==> src/rtl/ioctl_router_pkg.sv <==
`default_nettype none
// ============================================================================
// Module      : ioctl_router_pkg
// Description : Shared state encodings, download index codes, hardware
//               variant codes and the palette window helper for ioctl_router.
// Revision    : 1.0 - initial release
// ============================================================================
package ioctl_router_pkg;

  // Loader / core-reset sequencer states
  typedef enum logic [1:0] {
    ST_IDLE = 2'd0,
    ST_LOAD = 2'd1,
    ST_HOLD = 2'd2,
    ST_RUN  = 2'd3
  } state_t;

  // HPS download stream indices
  localparam logic [7:0] IDX_ROM = 8'd0;
  localparam logic [7:0] IDX_HW  = 8'd1;
  localparam logic [7:0] IDX_DIP = 8'd254;

  // Hardware variant codes
  localparam logic [7:0] HW_UNKNOWN = 8'hFF;

  // True when addr falls inside the 32-byte window starting at base.
  // Compared one bit wider so a window near the top of the space cannot wrap.
  function automatic logic in_window(input logic [24:0] addr, input logic [24:0] base);
    return ({1'b0, addr} >= {1'b0, base}) &&
           ({1'b0, addr} <= ({1'b0, base} + 26'd31));
  endfunction

endpackage
`default_nettype wire

==> src/rtl/ioctl_router_rst_stretch.sv <==
`default_nettype none
// ============================================================================
// Module      : rst_stretch
// Description : Loadable down-counter that stretches the core reset after a
//               ROM download; done is high whenever the count is zero.
// Revision    : 1.0 - initial release
// ============================================================================
module rst_stretch #(
  parameter int W = 8
) (
  input  logic         clk,
  input  logic         rst,
  input  logic         load,
  input  logic [W-1:0] load_val,
  input  logic         count,
  output logic         done
);

  logic [W-1:0] cnt;

  // Load has priority; otherwise count down while enabled, saturating at zero
  always_ff @(posedge clk or posedge rst) begin
    if (rst) begin
      cnt <= '0;
    end else if (load) begin
      cnt <= load_val;
    end else if (count && (cnt != '0)) begin
      cnt <= cnt - 1'b1;
    end
  end

  assign done = (cnt == '0);

endmodule
`default_nettype wire

==> src/rtl/ioctl_router.sv <==
`default_nettype none
// ============================================================================
// Module      : ioctl_router
// Description : Splits the HPS download stream into the game ROM write port,
//               palette PROM writes, DIP switch bytes and hardware type, and
//               holds the game core in reset around ROM downloads.
// Revision    : 1.0 - initial release
// ============================================================================
module ioctl_router
  import ioctl_router_pkg::*;
#(
  parameter logic [24:0] PAL_BASE   = 25'h018000,
  parameter int          RST_HOLD   = 16,
  parameter logic [7:0]  HW_DEFAULT = HW_UNKNOWN
) (
  input  logic        MCLK,
  input  logic        RESET,
  input  logic        DL,
  input  logic        WR,
  input  logic [24:0] ADDR,
  input  logic [7:0]  DIN,
  input  logic [7:0]  INDEX,
  output logic        ROMEN,
  output logic [24:0] ROMAD,
  output logic [7:0]  ROMDT,
  output logic        PALWR,
  output logic [4:0]  PALADR,
  output logic [7:0]  PALDAT,
  output logic [63:0] DIPS,
  output logic [7:0]  HWTYPE,
  output logic        CORE_RST,
  output logic        ROM_DL
);

  localparam logic [7:0] HOLD_INIT = 8'(RST_HOLD - 1);

  state_t state;
  state_t state_nxt;
  logic   dl_q;
  logic   rom_byte;
  logic   pal_hit;
  logic   hold_load;
  logic   hold_done;

  // The final strobe of a download may arrive together with DL dropping,
  // so a ROM write is still accepted while the sequencer sits in LOAD.
  assign rom_byte  = WR && (INDEX == IDX_ROM) && (DL || (state == ST_LOAD));
  assign pal_hit   = in_window(ADDR, PAL_BASE);
  assign hold_load = (state == ST_LOAD) && !DL;

  rst_stretch #(
    .W (8)
  ) u_rst_stretch (
    .clk      (MCLK),
    .rst      (RESET),
    .load     (hold_load),
    .load_val (HOLD_INIT),
    .count    (state == ST_HOLD),
    .done     (hold_done)
  );

  // State register plus DL history; history resets high so a DL already
  // asserted at reset release is not mistaken for a fresh download start
  always_ff @(posedge MCLK or posedge RESET) begin
    if (RESET) begin
      state <= ST_IDLE;
      dl_q  <= 1'b1;
    end else begin
      state <= state_nxt;
      dl_q  <= DL;
    end
  end

  // Next-state logic for the download / core-reset sequencer
  always_comb begin
    state_nxt = state;
    case (state)
      ST_IDLE: if (DL && !dl_q && (INDEX == IDX_ROM)) state_nxt = ST_LOAD;
      ST_LOAD: if (!DL)                               state_nxt = ST_HOLD;
      ST_HOLD: begin
        if (DL && (INDEX == IDX_ROM)) state_nxt = ST_LOAD;
        else if (hold_done)           state_nxt = ST_RUN;
      end
      ST_RUN:  if (DL && (INDEX == IDX_ROM)) state_nxt = ST_LOAD;
      default: state_nxt = ST_IDLE;
    endcase
  end

  assign CORE_RST = (state != ST_RUN);
  assign ROM_DL   = (state == ST_LOAD);

  // ROM and palette write ports: one-cycle registered pulses with data
  always_ff @(posedge MCLK or posedge RESET) begin
    if (RESET) begin
      ROMEN  <= 1'b0;
      ROMAD  <= '0;
      ROMDT  <= '0;
      PALWR  <= 1'b0;
      PALADR <= '0;
      PALDAT <= '0;
    end else begin
      ROMEN <= rom_byte;
      PALWR <= rom_byte && pal_hit;
      if (rom_byte) begin
        ROMAD <= ADDR;
        ROMDT <= DIN;
      end
      if (rom_byte && pal_hit) begin
        PALADR <= ADDR[4:0];
        PALDAT <= DIN;
      end
    end
  end

  // DIP switch bytes and hardware type captured from their own indices
  always_ff @(posedge MCLK or posedge RESET) begin
    if (RESET) begin
      DIPS   <= '0;
      HWTYPE <= HW_DEFAULT;
    end else begin
      if (WR && (INDEX == IDX_DIP) && (ADDR[24:3] == '0)) begin
        DIPS[{ADDR[2:0], 3'b000} +: 8] <= DIN;
      end
      if (WR && (INDEX == IDX_HW)) begin
        HWTYPE <= DIN;
      end
    end
  end

endmodule
`default_nettype wire

==> config.mk <==
export PLATFORM = sky130hd
export DESIGN_NAME = ioctl_router
export DESIGN_NICKNAME = d
export VERILOG_FILES = /design/src/rtl/ioctl_router_pkg.sv /design/src/rtl/ioctl_router_rst_stretch.sv /design/src/rtl/ioctl_router.sv
export SDC_FILE = /design/constraint.sdc
export NUM_CORES = 1
export LEC_CHECK = 0
export BUFFER_PORTS_ARGS = -buffer_cell sky130_fd_sc_hd__clkbuf_2
export CAP_MARGIN = 0
export CORE_ASPECT_RATIO = 1.1
export CORE_MARGIN = 1
export CORE_UTILIZATION = 50
export CTS_CLUSTER_DIAMETER = 120
export CTS_CLUSTER_SIZE = 28
export DETAILED_ROUTE_END_ITERATION = 12
export PLACE_DENSITY = 0.79
export RECOVER_POWER = 25
export SETUP_SLACK_MARGIN = 0.1
export SYNTH_ARGS = -nofsm -noshare
export SYNTH_HDL_FRONTEND = slang
export SYNTH_SLANG_ARGS = --single-unit
==> constraint.sdc <==
create_clock -name MCLK -period 6.75 [get_ports MCLK]
set_input_delay 2.025 -clock MCLK [delete_from_list [all_inputs] [get_ports MCLK]]
set_output_delay 2.025 -clock MCLK [all_outputs]
set_load 0.005 [all_outputs]
==> results.md <==
- Die ar.: between 0.01 and 0.015 mm²
- Max cap viols: 1
- Residual DRC: 0
- DP Worst Slack: 1980 ps
- Final min period: between 4000 and 5000 ps
- Synth Area in Simple Gates: 0.0825
- Maximum VDD drop: 0.169 mV
- Initial DRC Count: between 100 and 150
- Post-Syn Area: ~0.0056 mm²
- Die Ht: 113 µm
- Core ar.: roughly 0.011 mm²
- Critical setup path kind: input pin to flop
- Main combinational cell family by area after synthesis: multiplexers
- Slew headroom: -0.945
- Crit Path Max Fanout: 38
- Mapped Avg Cell Area: between 15 and 20 µm²
- Placer Congestion: ~0.86
- Sequential standard cell area: 0.00329 mm²
- CTS root buffer: clkbuf_16
- CTS sink count: between 100 and 150
- Area contributors post-synth: dfrtp_1 (55%), mux2_2 (18%), mux2_4 (6.4%)
- Synth-to-layout area growth: 26.6%
- Antenna violations before repair: 0
- Post-CTS Setup Bufs: 0
- Post-synthesis compound-gate area fraction: 0.0203
- Number of port buffers: 166
- Ports: approximately 170
- All-layer global routing usage: 0.234
- Setup slack after layout: roughly 2400 ps
- CTS tree: yes
- Period utilization: 0.648
- Total wire length: 12,600 µm
- Vias per cell: about 5.3
- # hold bufs at CTS: 0
- Net Switching: 454 µW
- Max-slew violation count: 70
- Cell Int Power: 1410 µW
- Power density cells: around 260 mW/mm²
- Reg clk slew, reported paths: 50 ps
- Post_cts resized: 0
- RSZ-0062 raised after global routing: false
- Comb power frac: 0.102
- Synth unique cells: 42
- DR pass1 iterations: 4
- NumNets Final: 594
- Status: finished, violations left
- Starting density of the core: 0.513
- Mapped Nets: roughly 430
- Leakage dissipation: ~0.0039 µW
- Final setup fails: 0
- Post-Synth Adder-Cell Area: 0.0224
- Hold Vio Cnt, Final: 0
- Synthesized instance count: 371
- Worst path arrival time: around 4700 ps
- Mux cell area share after synthesis: 0.253
- Yosys warning count: 0
- Clk_lat worst skew: about 400 ps
- Multi-input gate area: between 0.002 and 0.0025 mm²
- Setup TNS: 0 ps
- Total gr overflow: 0
- Largest net degree at the start of global routing: 70
- Vias in the first global route: roughly 4,000
- First-pass GRT wire length: ~20,000 µm
- Post-synth top flop: dfrtp_1
- Antenna fix cells: 0
- Switch share: 0.244
- Yosys reg bits: 131
- Yosys top cell area share: 0.545
- Failing checks: capacitance limit, slew limit
- Post-DP HPWL: about 9000 µm
- Seq/Total Area, Yosys: 0.588
- Measured slew at the worst slew-check pin: between 2000 and 3000 ps
- EDFF count, synth: 0
- CTS H-tree lvls: 4
- CTS buffer count: 17
- Largest area contributor in the netlist: dfrtp_1
- Layout cells sized above 1: 0.594
- Async SR Flop Fraction: 1.00
- CP Capture Type: flop
- Post-DRT Antenna Nets: 0
- Num rows: 40
- CP required: between 7000 and 8000 ps
- XOR/XNOR Fraction of Synth Area: 0.00782
- Sequential Power Share: 0.444
- Via count: 3,677
- CP startpoint kind: input pin
- DR WL/cell: around 18 µm
- Register-to-Register Setup Slack: slightly below 4000 ps
- Fmax: 0.229 GHz
- Clock share of power: 0.453
- Die width: ~100 µm
- Worst hold-check path type: flop to flop
- Worst-case clock buffer depth: 2
- Final Skew: 4.78 ps
- Fillcell total: 840
## logic make-up after synthesis
logic type | after synthesis
adder cells (fa/ha/maj) | 10
XOR/XNOR | 5
AO/OA/AOI/OAI | 16
buffers and inverters | 30
AND/OR/NAND/NOR | 61
multiplexers | 118
flip-flops | 131
## synthesized netlist by cell type, types with 4 or more instances
| library cell | instances |
|---|---|
| buf_6 | 4 |
| clkbuf_1 | 13 |
| dfrtp_1 | 122 |
| dfstp_2 | 9 |
| ha_1 | 10 |
| inv_1 | 11 |
| mux2_2 | 91 |
| mux2_4 | 24 |
| nand2_1 | 12 |
| nand2b_1 | 4 |
| nand4b_1 | 4 |
| nor2_1 | 8 |
| nor4_1 | 6 |
| nor4_4 | 5 |
| o2111ai_1 | 4 |
| o21ai_0 | 5 |
| or4_1 | 5 |
## worst max-delay path, cell delays in order
cell and delay, ps:
clkbuf_2 90, nor4_1 610, o2111ai_4 700, nor4_2 560, buf_4 290, mux2_2 360
## metal layers
| layer | global-route usage | part of all wire | wire [µm] |
|---|---|---|---|
| met1 | 0.279 | 0.41 | 5150 |
| met2 | 0.395 | 0.52 | 6570 |
| met3 | 0.0710 | 0.052 | 656 |
| met4 | 0.0854 | 0.019 | 241 |
| met5 | 0 | 0 | 0 |
## per-stage QoR
step / hold WS, ps / power [µW] / cells / area [µm²] / util
after floorplan: 473 / 957 / 371 / 5600 / -
after global placement: 482 / 1020 / 667 / 6550 / 0.600
after detailed placement: 477 / 1030 / 667 / 6550 / 0.600
after CTS: 502 / 1880 / 699 / 7100 / 0.650
after global routing: 525 / 1940 / 699 / 7090 / 0.649
final: 499 / 1860 / 699 / 7090 / 0.649
## power groups by stage
stage | clock network, µW | logic (µW) | registers [µW]
after global placement | 0 | 182 | 839
after global routing | 896 | 213 | 830
final | 845 | 191 | 828
after CTS | 859 | 194 | 827
after detailed placement | 0 | 191 | 841
after floorplan | 0 | 118 | 839
## area by class of cell
| class | count | share of cell area |
|---|---|---|
| Sequential cell | 131 | 0.464 |
| Multi-Input combinational cell | 210 | 0.308 |
| Timing Repair Buffer | 168 | 0.118 |
| Clock buffer | 22 | 0.0655 |
| Tap cell | 147 | 0.0260 |
| Clock inverter | 10 | 0.0120 |
| Inverter | 11 | 0.00600 |
## state kept, by name, indices dropped and copies added, names as in the netlist, 2 cells and up
| signal | count |
|---|---|
| u_rst_stretch.cnt | 8 |
| PALADR | 5 |
| state | 2 |
| HWTYPE | 8 |
| ROMDT | 8 |
| PALDAT | 8 |
| ROMAD | 25 |
| DIPS | 64 |
## final timing paths
kind,cells after the start,startpoint,end
max in group asynchronous,3,RESET,u_rst_stretch.cnt[3]
min in group asynchronous,2,RESET,PALWR
max reg2reg,6,state[1],PALADR[0]
max,6,INDEX[5],PALADR[0]
min reg2reg,2,ROMAD[1],ROMAD[1]
min,2,ROMAD[1],ROMAD[1]
## placed cells by master, fill, tap and decap left out, types with 8 or more instances in the layout
cell type and n:
mux2_2 91, inv_1 10, clkbuf_16 17, clkbuf_2 159
clkbuf_1 10, dfstp_2 9, mux2_4 24, dfrtp_1 122
nand2_1 12, nor2_1 8, ha_1 10
Note: power is estimated with default switching activity, not from simulation.
